### src/rtl/sprite_line_renderer_pkg.sv
// Shared definitions for the sprite line renderer.
// Object entry layout, per-sprite geometry and the line-fetch FSM encoding.
package sprite_line_renderer_pkg;

  // Object table entry: byte0 = x, byte1 = y, byte2[2:0] = bitmap index,
  // byte3 = {enable, hflip, colour[5:0]}.
  localparam int OBJ_BYTES       = 4;
  localparam int ROWS_PER_SPRITE = 8;
  localparam int EN_BIT          = 7;
  localparam int FLIP_BIT        = 6;
  localparam int COLOUR_W        = 6;
  localparam int IDX_W           = 3;
  localparam int OBJ_LAST_K      = OBJ_BYTES;  // extra cycle to capture byte3

  typedef enum logic [2:0] {
    IDLE,
    OBJ_RD,
    HIT,
    BMP_RD,
    BMP_CAP
  } state_t;

endpackage

### src/rtl/sprite_line_renderer_slot.sv
// sprite_slot: one render slot of the sprite line renderer.
// Holds a fetched bitmap row with its x, colour and hflip, and reports
// whether the current pixel is covered by an opaque sprite pixel.
// Ports:
//   clk_i, reset_i      clock, synchronous active-high reset (valid bit only)
//   clr_i               invalidate the slot
//   load_i              capture row/x/colour/hflip and mark valid
//   row_i, x_i, colour_i, hflip_i   slot contents
//   pix_x_i             current screen pixel x
//   opaque_o            slot is valid and pix_x hits a set bitmap bit
//   colour_o            slot colour {B,G,R}
module sprite_slot
  import sprite_line_renderer_pkg::*;
#(
  parameter int SCALE_SHIFT = 2
) (
  input  logic                clk_i,
  input  logic                reset_i,
  input  logic                clr_i,
  input  logic                load_i,
  input  logic [7:0]          row_i,
  input  logic [7:0]          x_i,
  input  logic [COLOUR_W-1:0] colour_i,
  input  logic                hflip_i,
  input  logic [9:0]          pix_x_i,
  output logic                opaque_o,
  output logic [COLOUR_W-1:0] colour_o
);

  logic                valid_q;
  logic [7:0]          row_q;
  logic [7:0]          x_q;
  logic [COLOUR_W-1:0] colour_q;
  logic                hflip_q;

  logic [10:0] dx;
  logic        in_range;
  logic [2:0]  col;
  logic [2:0]  col_eff;

  // Clear takes precedence over a load landing in the same cycle.
  always_ff @(posedge clk_i) begin
    if (reset_i || clr_i) begin
      valid_q <= 1'b0;
    end else if (load_i) begin
      valid_q <= 1'b1;
    end
  end

  always_ff @(posedge clk_i) begin
    if (load_i) begin
      row_q    <= row_i;
      x_q      <= x_i;
      colour_q <= colour_i;
      hflip_q  <= hflip_i;
    end
  end

  // pix_x left of the sprite wraps to a large 11-bit value, so one unsigned
  // compare covers both 0 <= dx and dx < span.
  assign dx       = 11'(pix_x_i) - (11'(x_q) << SCALE_SHIFT);
  assign in_range = dx < 11'(ROWS_PER_SPRITE << SCALE_SHIFT);
  assign col      = 3'(dx >> SCALE_SHIFT);
  assign col_eff  = hflip_q ? (3'd7 - col) : col;
  assign opaque_o = valid_q && in_range && row_q[3'd7 - col_eff];
  assign colour_o = colour_q;

endmodule

### src/rtl/sprite_line_renderer.sv
// sprite_line_renderer: per-line sprite fetch and pixel compositing.
// On line_start it walks the object table, finds sprites crossing line_y,
// fetches one bitmap row per hit into a slot, then overlays the lowest-index
// opaque slot pixel on bg_rgb with one cycle of latency.
// Ports:
//   clk, reset            clock, synchronous active-high reset
//   line_start, line_y    begin (or restart) a fetch for line line_y
//   pix_x, visible, bg_rgb  render-side pixel stream
//   obj_addr / obj_data   object table read port (1-cycle latency)
//   bmp_addr / bmp_data   bitmap read port (1-cycle latency)
//   rgb_out               registered composited colour
//   busy                  line fetch in progress
module sprite_line_renderer
  import sprite_line_renderer_pkg::*;
#(
  parameter int MAX_SPRITES  = 4,
  parameter int BITMAP_BYTES = 47,
  parameter int SCALE_SHIFT  = 2
) (
  input  logic       clk,
  input  logic       reset,
  input  logic       line_start,
  input  logic [9:0] line_y,
  input  logic [9:0] pix_x,
  input  logic       visible,
  input  logic [5:0] bg_rgb,
  output logic [5:0] obj_addr,
  input  logic [7:0] obj_data,
  output logic [5:0] bmp_addr,
  input  logic [7:0] bmp_data,
  output logic [5:0] rgb_out,
  output logic       busy
);

  localparam int SW   = (MAX_SPRITES > 1) ? $clog2(MAX_SPRITES) : 1;
  localparam int SPAN = ROWS_PER_SPRITE << SCALE_SHIFT;

  state_t          state_q, state_d;
  logic [SW-1:0]   s_q, s_d;
  logic [2:0]      k_q, k_d;
  logic            busy_q, busy_d;
  logic [9:0]      ly_q, ly_d;
  logic [5:0]      bmp_addr_q, bmp_addr_d;
  logic [5:0]      rgb_q, rgb_d;

  logic [7:0]       ox_q, oy_q, oattr_q;
  logic [IDX_W-1:0] oidx_q;

  logic        clr_all, load;
  logic [7:0]  load_row;
  logic [10:0] y4, ly11;
  logic        hit, in_bmp;
  logic [2:0]  row;
  logic [5:0]  row_addr;

  logic                unused_idx_hi;
  logic [MAX_SPRITES-1:0] opaque;
  logic [COLOUR_W-1:0]    slot_col [MAX_SPRITES];

  // Upper bits of the index byte carry no meaning.
  assign unused_idx_hi = ^obj_data[7:IDX_W];

  assign y4       = 11'(oy_q) << SCALE_SHIFT;
  assign ly11     = 11'(ly_q);
  assign hit      = oattr_q[EN_BIT] && (ly11 >= y4) && (ly11 < y4 + 11'(SPAN));
  assign row      = 3'((ly11 - y4) >> SCALE_SHIFT);
  assign row_addr = {oidx_q, row};
  assign in_bmp   = int'(row_addr) < BITMAP_BYTES;

  always_ff @(posedge clk) begin
    if (reset) begin
      state_q    <= IDLE;
      s_q        <= '0;
      k_q        <= '0;
      busy_q     <= 1'b0;
      ly_q       <= '0;
      bmp_addr_q <= '0;
      rgb_q      <= '0;
    end else begin
      state_q    <= state_d;
      s_q        <= s_d;
      k_q        <= k_d;
      busy_q     <= busy_d;
      ly_q       <= ly_d;
      bmp_addr_q <= bmp_addr_d;
      rgb_q      <= rgb_d;
    end
  end

  // Byte k-1 of the entry arrives while k is on the address counter.
  always_ff @(posedge clk) begin
    if (state_q == OBJ_RD) begin
      case (k_q)
        3'd1:    ox_q    <= obj_data;
        3'd2:    oy_q    <= obj_data;
        3'd3:    oidx_q  <= obj_data[IDX_W-1:0];
        3'd4:    oattr_q <= obj_data;
        default: ;
      endcase
    end
  end

  always_comb begin
    state_d    = state_q;
    s_d        = s_q;
    k_d        = k_q;
    busy_d     = busy_q;
    ly_d       = ly_q;
    bmp_addr_d = bmp_addr_q;
    clr_all    = 1'b0;
    load       = 1'b0;
    load_row   = bmp_data;
    if (line_start) begin
      // Also aborts a fetch in progress.
      ly_d    = line_y;
      clr_all = 1'b1;
      s_d     = '0;
      k_d     = '0;
      busy_d  = 1'b1;
      state_d = OBJ_RD;
    end else begin
      case (state_q)
        OBJ_RD: begin
          k_d = k_q + 3'd1;
          if (k_q == 3'(OBJ_LAST_K)) begin
            k_d     = '0;
            state_d = HIT;
          end
        end
        HIT: begin
          if (hit && in_bmp) begin
            bmp_addr_d = row_addr;
            state_d    = BMP_RD;
          end else begin
            // A hit whose row lies outside the bitmap becomes a valid,
            // fully transparent slot; a miss stays cleared.
            load     = hit;
            load_row = '0;
            state_d  = OBJ_RD;
          end
        end
        BMP_RD:  state_d = BMP_CAP;
        BMP_CAP: begin
          load    = 1'b1;
          state_d = OBJ_RD;
        end
        default: ;
      endcase
      // Advance to the next sprite after the slot decision.
      if (state_d == OBJ_RD && state_q != OBJ_RD) begin
        if (s_q == SW'(MAX_SPRITES - 1)) begin
          state_d = IDLE;
          busy_d  = 1'b0;
        end else begin
          s_d = s_q + SW'(1);
        end
      end
    end
  end

  for (genvar i = 0; i < MAX_SPRITES; i++) begin : g_slot
    sprite_slot #(.SCALE_SHIFT(SCALE_SHIFT)) u_slot (
      .clk_i    (clk),
      .reset_i  (reset),
      .clr_i    (clr_all),
      .load_i   (load && (s_q == SW'(i))),
      .row_i    (load_row),
      .x_i      (ox_q),
      .colour_i (oattr_q[COLOUR_W-1:0]),
      .hflip_i  (oattr_q[FLIP_BIT]),
      .pix_x_i  (pix_x),
      .opaque_o (opaque[i]),
      .colour_o (slot_col[i])
    );
  end

  // Walk from the highest index down so the lowest opaque slot wins.
  always_comb begin
    rgb_d = bg_rgb;
    for (int i = MAX_SPRITES - 1; i >= 0; i--) begin
      if (opaque[i]) rgb_d = slot_col[i];
    end
    if (!visible) rgb_d = '0;
  end

  assign obj_addr = 6'({s_q, k_q[1:0]});
  assign bmp_addr = bmp_addr_q;
  assign rgb_out  = rgb_q;
  assign busy     = busy_q;

endmodule

### config.mk
export PLATFORM = sky130hd
export DESIGN_NAME = sprite_line_renderer
export DESIGN_NICKNAME = d
export VERILOG_FILES = /design/src/rtl/sprite_line_renderer_pkg.sv /design/src/rtl/sprite_line_renderer_slot.sv /design/src/rtl/sprite_line_renderer.sv
export SDC_FILE = /design/constraint.sdc
export NUM_CORES = 1
export LEC_CHECK = 0
export CORE_MARGIN = 1.5
export CORE_UTILIZATION = 57
export CTS_CLUSTER_SIZE = 10
export DETAILED_ROUTE_END_ITERATION = 10
export GPL_ROUTABILITY_DRIVEN = 0
export PLACE_DENSITY = 0.89
export SLEW_MARGIN = 20
export SYNTH_ARGS = -nofsm -noshare
export SYNTH_HDL_FRONTEND = slang
export SYNTH_SLANG_ARGS = --single-unit
### constraint.sdc
create_clock -name clk -period 4.1 [get_ports clk]
set_clock_uncertainty 0.1 [all_clocks]
set_input_delay 0.615 -clock clk [delete_from_list [all_inputs] [get_ports clk]]
set_output_delay 0.615 -clock clk [all_outputs]
set_load 0.05 [all_outputs]
# Word level (Yosys, flattened, before mapping)
# Cells that the tools add are included.
[word_totals]
memories = 0
mem_bits_ro = 0
ff_bits = 154
latchBits = 0
out_inout_bits = 19
inputBits = 46
mem_bits_rw = 0
[op_classes]
eq_ne = 13
n_mul = 0
bitwise = 3
n_shift = 0
n_mux = 34
magnitude_cmp = 11
add_sub_neg = 16
reduce_logical = 29
div = 0
[ops]
columns = ["cell", "count"]
rows = [
  ["11-bit by 6-bit < comparator with 1-bit output (second input constant)", 4],
  ["10-bit by 10-bit subtractor with 11-bit output", 4],
  ["3-bit two-way mux", 9],
  ["6-bit two-way mux", 4],
  ["8-bit two-way mux", 3],
  ["3-bit subtractor (first input constant)", 8],
  ["1-bit logical AND", 16],
  ["3-bit by 4-bit < comparator with 1-bit output (second input constant)", 4],
  ["1-bit binary-select mux with 3-bit select", 4],
  ["3-bit by 2-bit equality test with 1-bit output (second input constant)", 4],
  ["3-bit one-hot mux with 4 select lines", 1],
  ["2-bit AND reduction", 6],
  ["10-bit by 6-bit adder with 11-bit output (second input constant)", 1],
  ["10-bit by 11-bit < comparator with 1-bit output", 1],
  ["1-bit two-way mux", 11],
  ["10-bit greater-or-equal comparator", 1],
  ["3-bit by 1-bit equality test with 1-bit output (second input constant)", 3],
  ["3-bit equality test (second input constant)", 2],
  ["6-bit < comparator (second input constant)", 1],
  ["5-bit subtractor", 1],
  ["2-bit equality test (second input constant)", 2],
  ["2-bit nonzero test", 2],
  ["2-bit OR reduction", 2],
  ["3-bit by 1-bit adder with 3-bit output (second input constant)", 1],
  ["other kinds (9)", 11],
]

# Longest topological paths before layout
[depth]
ltp_word = 11
mapped_depth = 13

# By module
# From an unflattened synthesis, not the netlist that was laid out.
[unflattened]
cells_unflattened = 704
hier_area_um2 = 8142.8
[by_module_without_submodules]
columns = ["mod", "seq_area_each_um2", "area_each_um2", "cells_per_inst", "instances"]
rows = [
  ["sprite_slot", 710.7, 1277.5, 100, 4],
  ["sprite_line_renderer", 1431.4, 3032.9, 304, 1],
]

# Worst setup path before layout
# Ideal clock, no wire load.
[synth_timing]
path_type = "flip-flop to flip-flop"
startpoint = "register oy_q[3]"
endpoint = "register g_slot[0].u_slot.colour_q[0] (enable)"
path_slack_ns = 0.964
stages_incl_launch_ff = 10
arrival_time_ns = 2.655
n_path_buf = 0
cell_sequence = "edfxtp_1 -> ha_1 -> xnor2_1 -> ha_1 -> a21o_1 -> a21oi_1 -> a21oi_1 -> nor4_1 -> o21a_1 -> and2_1"
[synth_between]
elab_chain_cells = 8
elab_cells_between_ends = 10
classes_between = "add/sub: 1; order compare: 2; mux: 3; reduce/logical: 4"
[synth_rtl]
columns = ["element", "line_no", "rtl"]
rows = [
  ["start, declared", "sprite_line_renderer.sv:46", "logic [7:0] ox_q, oy_q, oattr_q;"],
  ["start signal, assigned", "sprite_line_renderer.sv:95", "3'd2: oy_q <= obj_data;"],
  ["10-bit by 6-bit adder with 11-bit output / 10-bit greater-or-equal comparator (equally long branches)", "sprite_line_renderer.sv:65", "assign hit = oattr_q[EN_BIT] && (ly11 >= y4) && (ly11 < y4 + 11'(SPAN));"],
  ["10-bit by 11-bit < comparator with 1-bit output / 1-bit logical AND (equally long branches)", "sprite_line_renderer.sv:65", ""],
  ["1-bit logical AND (*)", "sprite_line_renderer.sv:65", ""],
  ["1-bit logical AND", "sprite_line_renderer.sv:131", "if (hit && in_bmp) begin"],
  ["1-bit two-way mux (*)", "sprite_line_renderer.sv:131", ""],
  ["1-bit one-hot mux with 2 select lines (*)", "sprite_line_renderer.sv:122", "case (state_q)"],
  ["1-bit two-way mux (*)", "sprite_line_renderer.sv:113", "if (line_start) begin"],
  ["1-bit logical AND (*)", "sprite_line_renderer.sv:166", ".load_i (load && (s_q == SW'(i))),"],
  ["net g_slot[0].u_slot.load_i", "sprite_line_renderer_slot.sv:20", "input logic load_i,"],
  ["end signal, assigned", "sprite_line_renderer_slot.sv:54", "colour_q <= colour_i;"],
  ["end, declared", "sprite_line_renderer_slot.sv:33", "logic [COLOUR_W-1:0] colour_q;"],
]
# The timed path passes the listed nets; every way through them passes the cells marked *.
# A chain may end at the register's enable or synchronous reset.

# Worst setup path after layout
[layout_timing]
startpoint = "input pix_x[3]"
endpoint = "register rgb_q[1], in the netlist rgb_out[1]"
[layout_between]
elab_chain_cells = 11
elab_cells_between_ends = 40
classes_between = "add/sub: 12; order compare: 4; mux: 16; reduce/logical: 8"
[layout_rtl]
columns = ["element", "line_no", "rtl"]
rows = [
  ["start, declared", "sprite_line_renderer.sv:24", "input logic [9:0] pix_x,"],
  ["10-bit by 10-bit subtractor with 11-bit output", "sprite_line_renderer_slot.sv:61", "assign dx = 11'(pix_x_i) - (11'(x_q) << SCALE_SHIFT);"],
  ["3-bit subtractor", "sprite_line_renderer_slot.sv:64", "assign col_eff = hflip_q ? (3'd7 - col) : col;"],
  ["3-bit two-way mux", "sprite_line_renderer_slot.sv:64", ""],
  ["3-bit subtractor", "sprite_line_renderer_slot.sv:65", "assign opaque_o = valid_q && in_range && row_q[3'd7 - col_eff];"],
  ["1-bit binary-select mux with 3-bit select", "sprite_line_renderer_slot.sv:65", ""],
  ["1-bit two-way mux (not written as such)", "sprite_line_renderer_slot.sv:65", ""],
  ["1-bit logical AND", "sprite_line_renderer_slot.sv:65", ""],
  ["6-bit two-way mux (3 in a row)", "sprite_line_renderer.sv:181", "if (opaque[i]) rgb_d = slot_col[i];"],
  ["6-bit two-way mux (*)", "sprite_line_renderer.sv:181", ""],
  ["end signal, assigned", "sprite_line_renderer.sv:86", "rgb_q <= rgb_d;"],
  ["end, declared", "sprite_line_renderer.sv:44", "logic [5:0] rgb_q, rgb_d;"],
]
# Every way passes the cells marked *; elsewhere a longest branch is shown, timed or not. The select of a mux whose other input is x is not followed.

==> results.toml <==
[clocking]
ctsResizeCount = 0
clock_sinks = 154
ctsHoldBuffers = 0
post_cts_clock_slew_at_the_launch_and_capture_registers_of_the_worst_setup_and_hold_paths_ns = 0.06
post_cts_setup_inserts = 0
cts_tree = "built"
clockBufferDepth = 2
clock_latency_ns = 0.42
clock_tree.htree_level_count = 4
clk_root_buffer_cell = "clkbuf_16"
tritoncts.num_buffers = 17

[grt]
grt_usage_pct = 25.5
grt-ovfl-total = 0
grt_pass1_vias = 5302
grt_first_pass_wirelength_um = 27300
initial_antenna_violation_count = 0
grt_start_max_net_pins = 24

[yosys]
netlist_area_before_placement_mm2 = 0.00762
synth-edff-count = 119
yosys.area.top_type_share_pct = 46.9
synthFlopType = "edfxtp_1"
top_count_cell_post_synth = "edfxtp_1"
yosys.area.top_type = "edfxtp_1"
synthesis.instances = 597
yosysUniqueCellTypes = 62
synth.top_cells.by_area = "edfxtp_1 (47%), dfxtp_1 (9.2%), ha_1 (9.0%), inv_1 (3.0%), mux4_2 (3.0%)"
synth-warning-count = 0
synth.top_cells.by_count = "edfxtp_1 (119), inv_1 (61), ha_1 (55)"
register_area_share_after_synthesis_pct = 56.1
asyncSetResetFlopFracSynth_pct = 0
postSynthRegisterBits = 154
synthesis.area_per_instance_um2 = 12.8

[pwr]
powerDensity_mw_per_mm2 = 381
vdd_drop_max_v = 0.000427
power.leakage_nw = 3.43

[worst_setup_path]
crit_path_end_kind = "register"
crit_type = "in -> reg"
crit_arrival_ns = 3.84
critical_path.startpoint_type = "input port"
r2r_start = "oy_q[3]"
setup.worst_path.start = "pix_x[3]"
cp_max_fo = 7
worst_ep_required_time_ns = 4.34

[floorplan]
initial_utilization_pct = 58.0
fp.dieArea_mm2 = 0.0141
die_height_um = 119
io_pins = 65
fp.dieW_um = 119
floorplan.core_area_mm2 = 0.0131
core_rows = 42

[sta]
finalHoldViolations = 0
finalWorstPathRequiredPeriod_ns = 3.60
finalSetupViolCount = 0
slew-limit-headroom_pct = 41.4
clock.fmax_mhz = 278
period_share_pct = 87.7
fin_tns_setup_ns = 0
slew_violations = 0
setup_repair_after_global_routing_missed_its_margin = "false"
worst_slew_pin_tran_ns = 0.876

[outcome]
status = "finished clean"

[hold_path]
timing.hold.worst.class = "reg -> reg"
startpoint_of_the_lowest_slack_hold_path = "busy"

[cells_and_area]
postLayoutCoreUtil_pct = 68.6
synthToLayoutAreaGrowth_pct = 18.3
num-nets-final = 779
drive_gt1_share_pct = 8.31
antenna_cells = 0

[route]
post_route_drc = 0
drt_iter0_markers = 415
firstDrtPassIters = 5
via_per_inst = 6.00
post_drt_wl_per_cell_um = 19.9
dr_total_vias = 5173
ant_nets = 0
finalWirelength_um = 17200

[placement]
io_buffers = 60
estimated_wirelength_of_the_detail_placed_design_um = 11900

[run]
max_cap_violations = 0
[power by group]
| group | internal (mW) | total, mW | switching, mW |
|---|---|---|---|
| Sequential | 1.68 | 1.70 | 0.0121 |
| Combinational | 0.127 | 0.273 | 0.147 |
| Clock | 0.862 | 1.46 | 0.602 |
| Total | 2.67 | 3.43 | 0.761 |
[cell type report]
cell class	count	area, um2
clock buffers	23	500
clock inverters	9	62.6
repair buffers	70	676
fillers	851	4120
multi-input cells	368	3050
inverters	62	233
well taps	176	220
flip-flops and latches	154	4270
[placed cells by master (no fill, tap or decap), types with 4 or more instances in the layout]
cell type	n
a22o_1	4
dfxtp_1	35
xor2_1	6
clkdlybuf4s50_1	60
edfxtp_1	119
o311ai_1	6
o211ai_1	4
nor2b_1	9
o21ai_1	4
nor2_1	34
nand3b_1	6
ha_1	55
mux4_1	4
a21boi_0	7
and2_1	13
mux2i_1	20
a21o_1	9
nor3_1	10
o21a_1	10
a21oi_1	22
clkbuf_16	19
xnor2_1	15
mux4_2	10
a211oi_1	5
nand3_1	9
nor3b_1	4
and3_1	8
fa_1	5
a31oi_1	9
buf_4	10
nand2_1	18
inv_1	61
o21ai_0	19
[metal layers]
layer	up-vias	wire (um)	global-route usage [%]
met3	41	1130	6.18
li1	2370	-	-
met4	0	482	8.96
met2	257	8890	44.8
met5	-	0	0
met1	2505	6660	30.6
[state kept, by name, summed over array words and instances, names as in the netlist, 8 cells and up]
signal	cells
g_slot.u_slot.colour_o	24
g_slot.u_slot.row_q	32
g_slot.u_slot.x_q	32
ly_q	10
oattr_q	8
ox_q	8
oy_q	8
[stage by stage]
stage / hold slack (ns) / std cells / total power [mW] / setup slack, ns / area (um2)
2_1_floorplan: 0.343 / 598 / 1.89 / 0.964 / 7630
3_3_place_gp: 0.366 / 830 / 1.98 / 0.210 / 8450
3_5_place_dp: 0.377 / 830 / 1.99 / 0.142 / 8450
4_1_cts: 0.384 / 862 / 3.44 / 0.553 / 9020
5_1_grt: 0.402 / 862 / 3.53 / 0.341 / 9020
6_report: 0.387 / 862 / 3.43 / 0.503 / 9020
[cell families after synthesis]
group | Yosys count | share of synthesized area [%]
flip-flops | 154 | 56.1
AND/OR/NAND/NOR | 132 | 9.59
AO/OA/AOI/OAI | 119 | 10.6
buffers and inverters | 76 | 3.94
adder cells (fa/ha/maj) | 60 | 10.3
multiplexers | 34 | 6.96
XOR/XNOR | 21 | 2.41
other | 1 | 0.0492
[worst paths after layout]
check        cells after the start                 endpoint  slack (ns)
max                             11               rgb_out[1]        0.50
min                              2                     busy        0.39
max reg2reg                     10  g_slot[3].u_slot.x_q[1]        0.76
min reg2reg                      2                     busy        0.39
[critical path, stage by stage]
cell and delay, ns:
clkdlybuf4s50_1 0.57, buf_4 0.25, ha_1 0.29, nor2b_1 0.15, o31a_1 0.29, o21ai_1 0.18, or3b_1 0.39, a211oi_2 0.50
and2_4 0.27, o311ai_1 0.13, a31oi_1 0.21
No activity file was read; power rests on OpenSTA's default activity.
